### src/rtl/grf_write_arbiter_if.sv
// GRF write arbiter port bundle: write-back port A, MDU port B (valid/ready),
// hazard busy queries, stall request, FIFO occupancy and the GRF write port.
interface grf_write_arbiter_if #(
   parameter int DEPTH = 4
);
   localparam int CW = $clog2(DEPTH) + 1;

   logic          a_we;
   logic [4:0]    a_aw;
   logic [31:0]   a_wd;
   logic [31:0]   a_pc;
   logic          b_valid;
   logic          b_ready;
   logic [4:0]    b_aw;
   logic [31:0]   b_wd;
   logic [31:0]   b_pc;
   logic [4:0]    q_a1;
   logic [4:0]    q_a2;
   logic          q_busy1;
   logic          q_busy2;
   logic          stall_req;
   logic [CW-1:0] fifo_count;
   logic          regWE;
   logic [4:0]    regAW;
   logic [31:0]   regWD;
   logic [31:0]   pc;

   modport master (
      output a_we, a_aw, a_wd, a_pc,
      output b_valid, b_aw, b_wd, b_pc,
      output q_a1, q_a2,
      input  b_ready, q_busy1, q_busy2, stall_req, fifo_count,
      input  regWE, regAW, regWD, pc
   );

   modport slave (
      input  a_we, a_aw, a_wd, a_pc,
      input  b_valid, b_aw, b_wd, b_pc,
      input  q_a1, q_a2,
      output b_ready, q_busy1, q_busy2, stall_req, fifo_count,
      output regWE, regAW, regWD, pc
   );
endinterface

### src/rtl/grf_write_arbiter.sv
// GRF write-port arbiter: port A (write-back, priority) vs port B (MDU, FIFO
// buffered), busy lookups and starvation stall. Ports: clk, reset (async
// active-low), bus (grf_write_arbiter_if.slave). Optional: GRF_ARB_DISPLAY_EN
// prints every committed write.
module grf_write_arbiter #(
   parameter int DEPTH    = 4,
   parameter int MAX_WAIT = 8
) (
   input logic                clk,
   input logic                reset,
   grf_write_arbiter_if.slave bus
);
   localparam int PW = $clog2(DEPTH);
   localparam int CW = PW + 1;
   localparam int WW = $clog2(MAX_WAIT + 1);
   localparam logic [CW-1:0] FULL = CW'(DEPTH);
   localparam logic [WW-1:0] WMAX = WW'(MAX_WAIT);

   typedef enum logic [1:0] {
      SEL_NONE,
      SEL_FIFO,
      SEL_A,
      SEL_B
   } sel_e;

   logic [4:0]       f_aw [DEPTH];
   logic [31:0]      f_wd [DEPTH];
   logic [31:0]      f_pc [DEPTH];
   logic [DEPTH-1:0] f_vld;
   logic [PW-1:0]    rd_ptr;
   logic [PW-1:0]    wr_ptr;
   logic [CW-1:0]    count;
   logic [WW-1:0]    wait_cnt;
   logic [WW-1:0]    wait_nxt;
   logic             stall_q;

   logic empty;
   logic ready;
   logic b_live;
   logic a_act;
   logic push;
   logic pop;
   sel_e sel;
   logic hit1;
   logic hit2;

   always_comb begin
      empty  = (count == '0);
      ready  = reset & (count < FULL);
      b_live = bus.b_valid & ready & (bus.b_aw != 5'd0);
      a_act  = bus.a_we & (bus.a_aw != 5'd0) & ~stall_q;
      sel    = SEL_NONE;
      push   = 1'b0;
      pop    = 1'b0;
      if (reset) begin
         if (stall_q && !empty) begin
            sel  = SEL_FIFO;
            pop  = 1'b1;
            push = b_live;
         end else if (a_act) begin
            sel  = SEL_A;
            push = b_live;
         end else if (!empty) begin
            sel  = SEL_FIFO;
            pop  = 1'b1;
            push = b_live;
         end else if (b_live) begin
            // empty FIFO: B goes straight to the GRF
            sel  = SEL_B;
         end
      end
   end

   always_comb begin
      bus.regWE = 1'b0;
      bus.regAW = 5'd0;
      bus.regWD = 32'd0;
      bus.pc    = 32'd0;
      unique case (sel)
         SEL_FIFO: begin
            bus.regWE = 1'b1;
            bus.regAW = f_aw[rd_ptr];
            bus.regWD = f_wd[rd_ptr];
            bus.pc    = f_pc[rd_ptr];
         end
         SEL_A: begin
            bus.regWE = 1'b1;
            bus.regAW = bus.a_aw;
            bus.regWD = bus.a_wd;
            bus.pc    = bus.a_pc;
         end
         SEL_B: begin
            bus.regWE = 1'b1;
            bus.regAW = bus.b_aw;
            bus.regWD = bus.b_wd;
            bus.pc    = bus.b_pc;
         end
         default: ;
      endcase
   end

   // entries being popped stay busy; GRF shows the value next cycle
   always_comb begin
      hit1 = bus.b_valid & (bus.b_aw == bus.q_a1);
      hit2 = bus.b_valid & (bus.b_aw == bus.q_a2);
      for (int i = 0; i < DEPTH; i++) begin
         if (f_vld[i] && f_aw[i] == bus.q_a1) hit1 = 1'b1;
         if (f_vld[i] && f_aw[i] == bus.q_a2) hit2 = 1'b1;
      end
      bus.q_busy1 = reset & (bus.q_a1 != 5'd0) & hit1;
      bus.q_busy2 = reset & (bus.q_a2 != 5'd0) & hit2;
   end

   always_comb begin
      if (empty || pop) wait_nxt = '0;
      else if (a_act && wait_cnt != WMAX) wait_nxt = wait_cnt + WW'(1);
      else wait_nxt = wait_cnt;
   end

   assign bus.b_ready    = ready;
   assign bus.fifo_count = count;
   assign bus.stall_req  = stall_q;

   always_ff @(posedge clk or negedge reset) begin
      if (!reset) begin
         rd_ptr   <= '0;
         wr_ptr   <= '0;
         count    <= '0;
         f_vld    <= '0;
         wait_cnt <= '0;
         stall_q  <= 1'b0;
      end else begin
         if (pop) begin
            rd_ptr        <= rd_ptr + PW'(1);
            f_vld[rd_ptr] <= 1'b0;
         end
         if (push) begin
            wr_ptr        <= wr_ptr + PW'(1);
            f_vld[wr_ptr] <= 1'b1;
         end
         count    <= count + CW'(push) - CW'(pop);
         wait_cnt <= wait_nxt;
         // single-cycle pulse; the stall cycle pops and clears the counter
         stall_q  <= (wait_nxt == WMAX) & ~stall_q;
      end
   end

   always_ff @(posedge clk) begin
      if (push) begin
         f_aw[wr_ptr] <= bus.b_aw;
         f_wd[wr_ptr] <= bus.b_wd;
         f_pc[wr_ptr] <= bus.b_pc;
      end
   end

`ifdef GRF_ARB_DISPLAY_EN
   always @(posedge clk) begin
      if (reset && bus.regWE)
         $display("@%h: $%d <= %h", bus.pc, bus.regAW, bus.regWD);
   end
`else
`endif

endmodule

### src/flat_wrapper.sv
// flat-port wrapper written by rule: the top's interface ports become plain ports
module grf_write_arbiter_flat 
#(
   parameter int DEPTH    = 4,
   parameter int MAX_WAIT = 8
)
  (clk, reset, bus_a_we, bus_a_aw, bus_a_wd, bus_a_pc, bus_b_valid, bus_b_aw, bus_b_wd, bus_b_pc, bus_q_a1, bus_q_a2, bus_b_ready, bus_q_busy1, bus_q_busy2, bus_stall_req, bus_fifo_count, bus_regWE, bus_regAW, bus_regWD, bus_pc);
  grf_write_arbiter_if #(.DEPTH(DEPTH)) bus_i ();
  input logic clk;
  input logic reset;
  input wire logic [$bits(bus_i.a_we)-1:0] bus_a_we;
  input wire logic [$bits(bus_i.a_aw)-1:0] bus_a_aw;
  input wire logic [$bits(bus_i.a_wd)-1:0] bus_a_wd;
  input wire logic [$bits(bus_i.a_pc)-1:0] bus_a_pc;
  input wire logic [$bits(bus_i.b_valid)-1:0] bus_b_valid;
  input wire logic [$bits(bus_i.b_aw)-1:0] bus_b_aw;
  input wire logic [$bits(bus_i.b_wd)-1:0] bus_b_wd;
  input wire logic [$bits(bus_i.b_pc)-1:0] bus_b_pc;
  input wire logic [$bits(bus_i.q_a1)-1:0] bus_q_a1;
  input wire logic [$bits(bus_i.q_a2)-1:0] bus_q_a2;
  output wire logic [$bits(bus_i.b_ready)-1:0] bus_b_ready;
  output wire logic [$bits(bus_i.q_busy1)-1:0] bus_q_busy1;
  output wire logic [$bits(bus_i.q_busy2)-1:0] bus_q_busy2;
  output wire logic [$bits(bus_i.stall_req)-1:0] bus_stall_req;
  output wire logic [$bits(bus_i.fifo_count)-1:0] bus_fifo_count;
  output wire logic [$bits(bus_i.regWE)-1:0] bus_regWE;
  output wire logic [$bits(bus_i.regAW)-1:0] bus_regAW;
  output wire logic [$bits(bus_i.regWD)-1:0] bus_regWD;
  output wire logic [$bits(bus_i.pc)-1:0] bus_pc;
  assign bus_i.a_we = bus_a_we;
  assign bus_i.a_aw = bus_a_aw;
  assign bus_i.a_wd = bus_a_wd;
  assign bus_i.a_pc = bus_a_pc;
  assign bus_i.b_valid = bus_b_valid;
  assign bus_i.b_aw = bus_b_aw;
  assign bus_i.b_wd = bus_b_wd;
  assign bus_i.b_pc = bus_b_pc;
  assign bus_i.q_a1 = bus_q_a1;
  assign bus_i.q_a2 = bus_q_a2;
  assign bus_b_ready = bus_i.b_ready;
  assign bus_q_busy1 = bus_i.q_busy1;
  assign bus_q_busy2 = bus_i.q_busy2;
  assign bus_stall_req = bus_i.stall_req;
  assign bus_fifo_count = bus_i.fifo_count;
  assign bus_regWE = bus_i.regWE;
  assign bus_regAW = bus_i.regAW;
  assign bus_regWD = bus_i.regWD;
  assign bus_pc = bus_i.pc;
  grf_write_arbiter #(.DEPTH(DEPTH), .MAX_WAIT(MAX_WAIT)) u_core (.clk(clk), .reset(reset), .bus(bus_i));
endmodule
### config.mk
export PLATFORM = sky130hd
export DESIGN_NAME = grf_write_arbiter_flat
export DESIGN_NICKNAME = d
export VERILOG_FILES = /design/src/rtl/grf_write_arbiter_if.sv /design/src/rtl/grf_write_arbiter.sv /design/src/flat_wrapper.sv
export SDC_FILE = /design/constraint.sdc
export NUM_CORES = 1
export LEC_CHECK = 0
export ABC_AREA = 1
export CAP_MARGIN = 20
export CORE_MARGIN = 2
export CORE_UTILIZATION = 45
export CTS_CLUSTER_DIAMETER = 50
export CTS_CLUSTER_SIZE = 20
export DETAILED_ROUTE_END_ITERATION = 12
export PLACE_DENSITY = 0.7
export SLEW_MARGIN = 20
export SYNTH_ARGS = -nofsm -noshare
export SYNTH_HDL_FRONTEND = slang
export SYNTH_SLANG_ARGS = --single-unit
### constraint.sdc
create_clock -name clk -period 4.9 [get_ports clk]
set_input_delay 0.98 -clock clk [delete_from_list [all_inputs] [get_ports clk]]
set_output_delay 0.98 -clock clk [all_outputs]
set_load 0.02 [all_outputs]
==> results of run 1 <==
-- power breakdown --
group	internal, W	total, W	leakage, nW	switching (W)
logic	0.000983	0.00263	2.97	0.00165
clock network	0.00144	0.00244	0.522	0.000993
registers	0.00295	0.00313	2.69	0.000178
total	0.00538	0.00820	6.18	0.00282
-- cell type report --
cell class	count	area (um2)
multi-input cells	841	4080
flip-flops and latches	292	8690
clock inverters	25	350
repair buffers	251	2530
clock buffers	29	726
inverters	57	216
fillers	2364	11900
well taps	384	480
-- per-layer routing --
metal  GRT usage [%]  vias to the layer above
met3            3.53                       41
met5               0                        -
met2            37.0                      325
met1            29.1                     4730
met4            4.44                        2
li1                -                     4864
-- Yosys cell counts, types with 2 or more instances --
| master | number | area share (%) |
|---|---|---|
| edfxtp_1 | 276 | 62 |
| nand2_1 | 258 | 7.3 |
| nor2_1 | 183 | 5.2 |
| o21ai_0 | 160 | 6.0 |
| nand3_1 | 76 | 2.9 |
| o22ai_1 | 75 | 3.5 |
| inv_1 | 55 | 1.6 |
| clkbuf_1 | 40 | 1.1 |
| a21oi_1 | 18 | 0.68 |
| buf_2 | 17 | 0.64 |
| dfrtp_1 | 16 | 3.0 |
| nand3_2 | 13 | 0.98 |
| ha_1 | 12 | 1.1 |
| nand2_2 | 10 | 0.47 |
| xor2_1 | 9 | 0.59 |
| nor3_1 | 8 | 0.30 |
| nand4_1 | 7 | 0.33 |
| buf_6 | 6 | 0.51 |
| buf_4 | 5 | 0.28 |
| nor2_4 | 3 | 0.25 |
| xnor2_1 | 3 | 0.20 |
| inv_2 | 2 | 0.056 |
| nand2_4 | 2 | 0.17 |
-- kinds of logic after synthesis --
kind of cell | Yosys count | share of synthesized area (%)
compound gates | 253 | 10.2
xor+xnor | 12 | 0.790
fa+ha+maj | 13 | 1.28
buf+inv | 126 | 4.28
flops | 292 | 65.3
simple gates | 563 | 18.2
-- final timing paths --
check	cells past startpoint	to	from
max	7	bus_regWD[0]	u_core.rd_ptr[0]
min	2	u_core.f_vld[3]	u_core.f_vld[3]
max reg2reg	6	u_core.f_pc[2][0]	u_core.bus.stall_req
min reg2reg	2	u_core.f_vld[3]	u_core.f_vld[3]
max in group asynchronous	2	u_core.rd_ptr[0]	reset
min in group asynchronous	1	u_core.bus.fifo_count[0]	reset
-- worst max-delay path, cell delays in order (launching register included) --
cell,delay [ps]
dfrtp_4,720
inv_4,670
buf_12,330
o21ai_0,140
o22ai_1,270
nand2_1,100
nand3_1,100
clkdlybuf4s50_1,610
-- sequential cells by signal (all words and copies together) (netlist names) --
signal,cells
u_core.bus.fifo_count,3
u_core.bus.stall_req,1
u_core.f_aw,20
u_core.f_pc,128
u_core.f_vld,4
u_core.f_wd,128
u_core.rd_ptr,2
u_core.wait_cnt,4
u_core.wr_ptr,2
-- through the flow --
stage / instances / setup slack [ps] / total power (W)
floorplan: 1259 / -92.3 / 0.00479
global placement: 1825 / 378 / 0.00579
detailed placement: 1825 / 370 / 0.00582
CTS: 1879 / 338 / 0.00826
global route: 1879 / 86.0 / 0.00865
finish: 1879 / 336 / 0.00820
==> impl_metrics.json, run 1 <==
{
  "avgViaCountPerCell": 5.30,
  "diodes": 0,
  "syn_nets": 1424,
  "highest_layer": "met5",
  "hold_class": "register to register",
  "setup-tns-final_ps": 0,
  "antenna_found_initial": 1,
  "fin_area_um2": 17100,
  "place.detailed.hpwl_mm": 20.7,
  "wl_met1_mm": 14.5,
  "final_common_cell": "edfxtp_1",
  "cts_tree": "yes",
  "cts_hold_buf": 0,
  "grt_pass1_vias": 9856,
  "status": "completed",
  "ctsHtreeMaxLevel": 1,
  "rows": 62,
  "synth_seq_cells": 292,
  "final_antenna_net_count": 0,
  "grt_max_degree": 73,
  "wire_per_inst_um": 17.7,
  "clock_sinks": 292,
  "start_util_pct": 46.0,
  "synth-edff-count": 276,
  "io_buffer_count": 228,
  "grt_first_pass_wirelength_mm": 52.5,
  "vias": 9962,
  "skew_ps": 12.6,
  "boundaryPins": 229,
  "die-width_um": 176,
  "totalWireLength_mm": 33.2,
  "critPathRequiredTime_ps": 3920,
  "hold_viol": 0,
  "fmax_mhz": 219,
  "slew_headroom_pct": 46.3,
  "wl_met2_mm": 15.9,
  "drc_errors": 0,
  "numCtsBuffers": 29,
  "ir_drop_uv": 361,
  "globalplace.congestion": 0.915,
  "worstPathMaxFanout": 68,
  "min_period_over_period_pct": 93.1,
  "overflow": 0,
  "cp.arrival_ps": 3580,
  "postLayoutCoreUtil_pct": 59.0,
  "clkTransAtPathRegs_ps": 60,
  "met3_length_mm": 2.21,
  "die_area_um2": 31000,
  "core-area_um2": 28900,
  "worst_slew_pin_slew_ps": 805,
  "hold_slack_ps": 525,
  "clk_path_buf_depth": 3,
  "drtPass1Iterations": 5,
  "async_flop_share_pct": 5.48,
  "post_cts_resized": 0,
  "p_leak_nw": 6.18,
  "cp-end-kind": "primary output",
  "clk_latency_ps": 550,
  "yosysWarnings": 0,
  "r2r_setup_slack_ps": 2340,
  "post-cts-setup-buffers": 0,
  "grt_usage_pct": 21.5,
  "synthFlopType": "edfxtp_1",
  "fin_nets": 1637,
  "period_minus_slack_ps": 4560,
  "ys_types": 28,
  "ys_seq_area_share_pct": 65.3,
  "syn_to_final_growth_pct": 28.3,
  "fp.dieH_um": 176,
  "placed_area_um2": 16000,
  "syn_inst": 1259,
  "setup_viol_count_final": 0,
  "cp-start-kind": "register",
  "finalMaxSlewViolations": 0,
  "detail_route.iter0.violations": 857,
  "root_buffer": "clkbuf_16",
  "final_cell_mix": "edfxtp_1 (276), nand2_1 (258), clkdlybuf4s50_1 (228), nor2_1 (179), o21ai_0 (160)",
  "drive_gt1_share_pct": 7.83,
  "rsz0062_at_grt": "false",
  "syn_avg_cell_area_um2": 10.6,
  "maxCapViolations": 0,
  "p_per_area_nw_per_um2": 480,
  "syn_area_um2": 13300,
  "crit_type": "register to primary output"
}
Note: power is estimated with default switching activity, not from simulation.
==> run 2: changes to the inputs <==
--- a/config.mk
+++ b/config.mk
@@ -9,6 +9,7 @@
 export CAP_MARGIN = 20
 export CORE_MARGIN = 2
 export CORE_UTILIZATION = 45
+export CTS_BUF_LIST = sky130_fd_sc_hd__clkbuf_4 sky130_fd_sc_hd__clkbuf_8
 export CTS_CLUSTER_DIAMETER = 50
 export CTS_CLUSTER_SIZE = 20
 export DETAILED_ROUTE_END_ITERATION = 12
==> impl_metrics.json, run 2 (synthesis results as in run 1) <==
{
  "boundaryPins": 229,
  "instances_no_fill": 1879,
  "grt_max_degree": 73,
  "post-cts-setup-buffers": 0,
  "maxCapViolations": 0,
  "drtPass1Iterations": 5,
  "cp_slowest_cell": "dfrtp_4",
  "drc_errors": 0,
  "setup_viol_count_final": 0,
  "clk_path_buf_depth": 3,
  "worst_slack_ps": 314,
  "place_ws_ps": 370,
  "antenna_found_initial": 1,
  "diodes": 0,
  "overflow": 0,
  "r2r_setup_slack_ps": 2350,
  "final_cell_mix": "edfxtp_1 (276), nand2_1 (258), clkdlybuf4s50_1 (228), nor2_1 (179), o21ai_0 (160)",
  "hold_class": "register to register",
  "clock_sinks": 292,
  "hold_viol": 0,
  "ctsHtreeMaxLevel": 1,
  "fmax_mhz": 218,
  "avgViaCountPerCell": 5.32,
  "syn_to_final_growth_pct": 25.9,
  "reg2reg_to": "u_core.f_pc[2][13]",
  "min_period_over_period_pct": 93.6,
  "critPathRequiredTime_ps": 3920,
  "ff2ff_path_depth": 6,
  "crit_path_start": "u_core.rd_ptr[0]",
  "root_buffer": "clkbuf_8",
  "ir_drop_uv": 278,
  "crit_path_max_incr_delay_ps": 900,
  "cp_cell_sequence": "buf_4 -> o21ai_0 -> o22ai_1 -> nand2_1 -> nand3_1 -> clkdlybuf4s50_1",
  "hold_slack_ps": 535,
  "grt_usage_pct": 21.5,
  "clkTransAtPathRegs_ps": 90,
  "p_leak_nw": 6.02,
  "critPathBufInv": 2,
  "slew_headroom_pct": 46.0,
  "crit_type": "register to primary output",
  "dp_cells": 1825,
  "totalWireLength_mm": 33.0,
  "cp.depth": 6,
  "cts_tree": "yes",
  "numCtsBuffers": 29,
  "rows": 62,
  "io_buffer_count": 228,
  "rsz0062_at_grt": "false",
  "crit_end": "bus_regWD[0]",
  "skew_ps": 12.0,
  "globalplace.congestion": 0.915,
  "wire_per_inst_um": 17.6,
  "setup-tns-final_ps": 0,
  "grt.met2_usage_pct": 37.2,
  "cts_hold_buf": 0,
  "reg.largest.list": "u_core.f_pc x128, u_core.f_wd x128, u_core.f_aw x20",
  "fin_nets": 1637,
  "fillers": 2407,
  "cp-end-kind": "primary output",
  "worst_slew_pin_slew_ps": 810,
  "p_per_area_nw_per_um2": 454,
  "busiest_layer": "met2",
  "clk_latency_ps": 590,
  "p_total_w": 0.00760,
  "timing.rr.start": "u_core.bus.stall_req",
  "core-area_um2": 28900,
  "detail_route.iter0.violations": 925,
  "cp.arrival_ps": 3610,
  "place.detailed.hpwl_mm": 20.7,
  "finalMaxSlewViolations": 0,
  "period_minus_slack_ps": 4590,
  "met1_usage_pct": 28.9,
  "post_cts_resized": 0,
  "die-width_um": 176,
  "final_common_cell": "edfxtp_1",
  "path_delay_family": "buffers and inverters",
  "drive_gt1_share_pct": 7.83,
  "grt_util_met3_pct": 3.51,
  "start_util_pct": 46.0,
  "cp-start-kind": "register",
  "worstPathMaxFanout": 72,
  "final_antenna_net_count": 0,
  "status": "completed",
  "fp.dieH_um": 176,
  "vias": 10001,
  "die_area_um2": 31000,
  "grt_pass1_vias": 9895,
  "grt_first_pass_wirelength_mm": 52.6
}
[run 2: final cells by class]
class | count | area (um2) | share of cell area, %
clock buffers | 29 | 399 | 2.38
repair buffers | 251 | 2530 | 15.1
inverters | 57 | 216 | 1.29
flip-flops and latches | 292 | 8690 | 51.9
clock inverters | 25 | 349 | 2.08
multi-input cells | 841 | 4080 | 24.4
well taps | 384 | 480 | 2.87
[run 2: power breakdown]
part | switching (W) | internal (W) | leakage [nW]
logic | 0.00164 | 0.000982 | 2.97
registers | 0.000178 | 0.00295 | 2.69
clock network | 0.000919 | 0.000929 | 0.369
[run 2: metal layers]
| layer | vias to the layer above | share of wire, % |
|---|---|---|
| li1 | 4856 | - |
| met1 | 4741 | 43 |
| met2 | 355 | 48 |
| met3 | 47 | 7.3 |
| met4 | 2 | 1.5 |
| met5 | - | 0.039 |
[run 2: worst reg2reg max path, cell delays in order, from the launching register on]
cell     delay (ps)
dfrtp_1         430
nor2_4          220
nand2_4         110
nand2_4         130
nand4_2         360
nor2_4          610
buf_12          350
[run 2: how the worst min path moves through the flow]
stage | startpoint | end | depth (start not counted) | slack, ps
2_1_floorplan | u_core.f_vld[0] | u_core.f_vld[0] | 2 | 460
3_3_place_gp | u_core.f_vld[1] | u_core.f_vld[1] | 2 | 500
3_5_place_dp | u_core.f_vld[0] | u_core.f_vld[0] | 2 | 520
4_1_cts | u_core.f_vld[3] | u_core.f_vld[3] | 2 | 540
5_1_grt | u_core.f_vld[3] | u_core.f_vld[3] | 2 | 560
6_report | u_core.f_vld[1] | u_core.f_vld[1] | 2 | 540
[run 2: metrics by stage]
step | util [%] | area [um2]
after floorplan | - | 13300
after global placement | 55.3 | 16000
after detailed placement | 55.3 | 16000
after CTS | 57.9 | 16800
after global routing | 57.9 | 16800
final | 57.9 | 16800
==> run 3: changes to the inputs <==
--- a/config.mk
+++ b/config.mk
@@ -13,6 +13,7 @@
 export CTS_CLUSTER_DIAMETER = 50
 export CTS_CLUSTER_SIZE = 20
 export DETAILED_ROUTE_END_ITERATION = 12
+export GPL_ROUTABILITY_DRIVEN = 0
 export PLACE_DENSITY = 0.7
 export SLEW_MARGIN = 20
 export SYNTH_ARGS = -nofsm -noshare
==> impl_metrics.json, run 3 (synthesis results as in run 1) <==
{
  "boundaryPins": 229,
  "post_cts_resized": 0,
  "place_ws_ps": 505,
  "rows": 62,
  "status": "completed",
  "clkTransAtPathRegs_ps": 80,
  "drc_errors": 0,
  "hold_slack_ps": 529,
  "postLayoutCoreUtil_pct": 57.5,
  "final_cell_mix": "edfxtp_1 (276), nand2_1 (258), clkdlybuf4s50_1 (228), nor2_1 (179), o21ai_0 (160)",
  "vias": 10080,
  "drtPass1Iterations": 6,
  "slew_headroom_pct": 46.4,
  "clk_path_buf_depth": 3,
  "maxCapViolations": 0,
  "avgViaCountPerCell": 5.35,
  "drive_gt1_share_pct": 8.07,
  "hold_class": "register to register",
  "worstPathMaxFanout": 33,
  "cp.arrival_ps": 3400,
  "cts_tree": "yes",
  "cp_slowest_cell": "clkdlybuf4s50_1",
  "ctsHtreeMaxLevel": 1,
  "r2r_setup_slack_ps": 2410,
  "fillers": 2431,
  "totalWireLength_mm": 32.7,
  "wire_per_inst_um": 17.4,
  "overflow": 0,
  "grt_pass1_vias": 9799,
  "worst_slack_ps": 517,
  "pwr-share-comb_pct": 35.9,
  "p_switching_w": 0.00275,
  "final_common_cell": "edfxtp_1",
  "seq_power_share_pct": 42.2,
  "grt_usage_pct": 21.0,
  "die-width_um": 176,
  "internal-power_w": 0.00462,
  "regArea_um2": 8690,
  "cp_cell_sequence": "clkdlybuf4s50_1 -> nor2_1 -> nand3_2 -> nand2_4 -> nand2_4 -> nor2_8 -> buf_4 -> nand2_1 -> nand3_1 -> clkdlybuf4s50_1",
  "syn_to_final_growth_pct": 25.1,
  "period_minus_slack_ps": 4380,
  "clkPwrFrac_pct": 21.9,
  "reg.largest.list": "u_core.f_pc x128, u_core.f_wd x128, u_core.f_aw x20",
  "setup_viol_count_final": 0,
  "antenna_found_initial": 1,
  "p_leak_nw": 5.98,
  "final_antenna_net_count": 0,
  "fmax_mhz": 228,
  "ir_drop_uv": 210,
  "place.detailed.hpwl_mm": 20.6,
  "swShare_pct": 37.3,
  "critPathRequiredTime_ps": 3920,
  "io_buffer_count": 228,
  "finalMaxSlewViolations": 0,
  "p_per_area_nw_per_um2": 443,
  "fin_nets": 1641,
  "cp-start-kind": "primary input",
  "start_util_pct": 46.0,
  "multi_input_area_um2": 4080,
  "cp-end-kind": "primary output",
  "grt_max_degree": 72,
  "crit_path_max_incr_delay_ps": 600,
  "fp.dieH_um": 176,
  "clk_latency_ps": 600,
  "instances_no_fill": 1884,
  "clock_sinks": 292,
  "post-cts-setup-buffers": 0,
  "grt_first_pass_wirelength_mm": 51.8,
  "numCtsBuffers": 29,
  "skew_ps": 41.0,
  "cts_hold_buf": 0,
  "root_buffer": "clkbuf_8",
  "dp_cells": 1829,
  "core-area_um2": 28900,
  "worst_slew_pin_slew_ps": 804,
  "detail_route.iter0.violations": 1132,
  "hold_viol": 0,
  "crit_type": "primary input to primary output",
  "min_period_over_period_pct": 89.4,
  "rsz0062_at_grt": "false",
  "die_area_um2": 31000
}
run 3: final cells by class:
| cell class | instances | share of cell area (%) |
|---|---|---|
| Clock buffer | 31 | 2.49 |
| Antenna cell | 1 | 0.0150 |
| Clock inverter | 23 | 1.37 |
| Sequential cell | 292 | 52.2 |
| Tap cell | 384 | 2.89 |
| Inverter | 57 | 1.30 |
| Multi-Input combinational cell | 841 | 24.5 |
| Timing Repair Buffer | 255 | 15.2 |
run 3: final timing paths:
kind,depth (start not counted),from,to
worst max register to register,6,u_core.bus.stall_req,u_core.f_pc[2][15]
max in group asynchronous,2,reset,u_core.rd_ptr[1]
worst max-delay path,10,bus_a_aw[0],bus_pc[10]
worst min register to register,2,u_core.f_vld[3],u_core.f_vld[3]
min in group asynchronous,2,reset,u_core.f_vld[1]
worst min-delay path,2,u_core.f_vld[3],u_core.f_vld[3]
run 3: power by group through the flow:
stage                     sequential (W)  clock [W]  combinational (W)
after floorplan                  0.00312          0            0.00167
after global placement           0.00316          0            0.00263
after detailed placement         0.00317          0            0.00265
after CTS                        0.00311    0.00164            0.00267
after global routing             0.00314    0.00174            0.00295
final                            0.00311    0.00161            0.00265
run 3: per-stage QoR:
stage | total power (W) | area, um2 | TNS, ps
after floorplan | 0.00479 | 13300 | -25470
after global placement | 0.00578 | 16000 | 0
after detailed placement | 0.00582 | 16000 | 0
after CTS | 0.00742 | 16600 | 0
after global routing | 0.00782 | 16600 | 0
final | 0.00737 | 16700 | 0
run 3: per-layer routing:
metal,vias to the layer above,GRT usage [%],wire length [um]
met3,54,3.68,2610
met4,2,4.48,561
li1,4855,-,-
met2,404,35.7,15800
met5,-,0,13
met1,4765,28.4,13700
run 3: critical path, delay by kind of cell:
| kind | cells | cell delay, ps |
|---|---|---|
| simple gates | 7 | 1010 |
| buf+inv | 3 | 1400 |
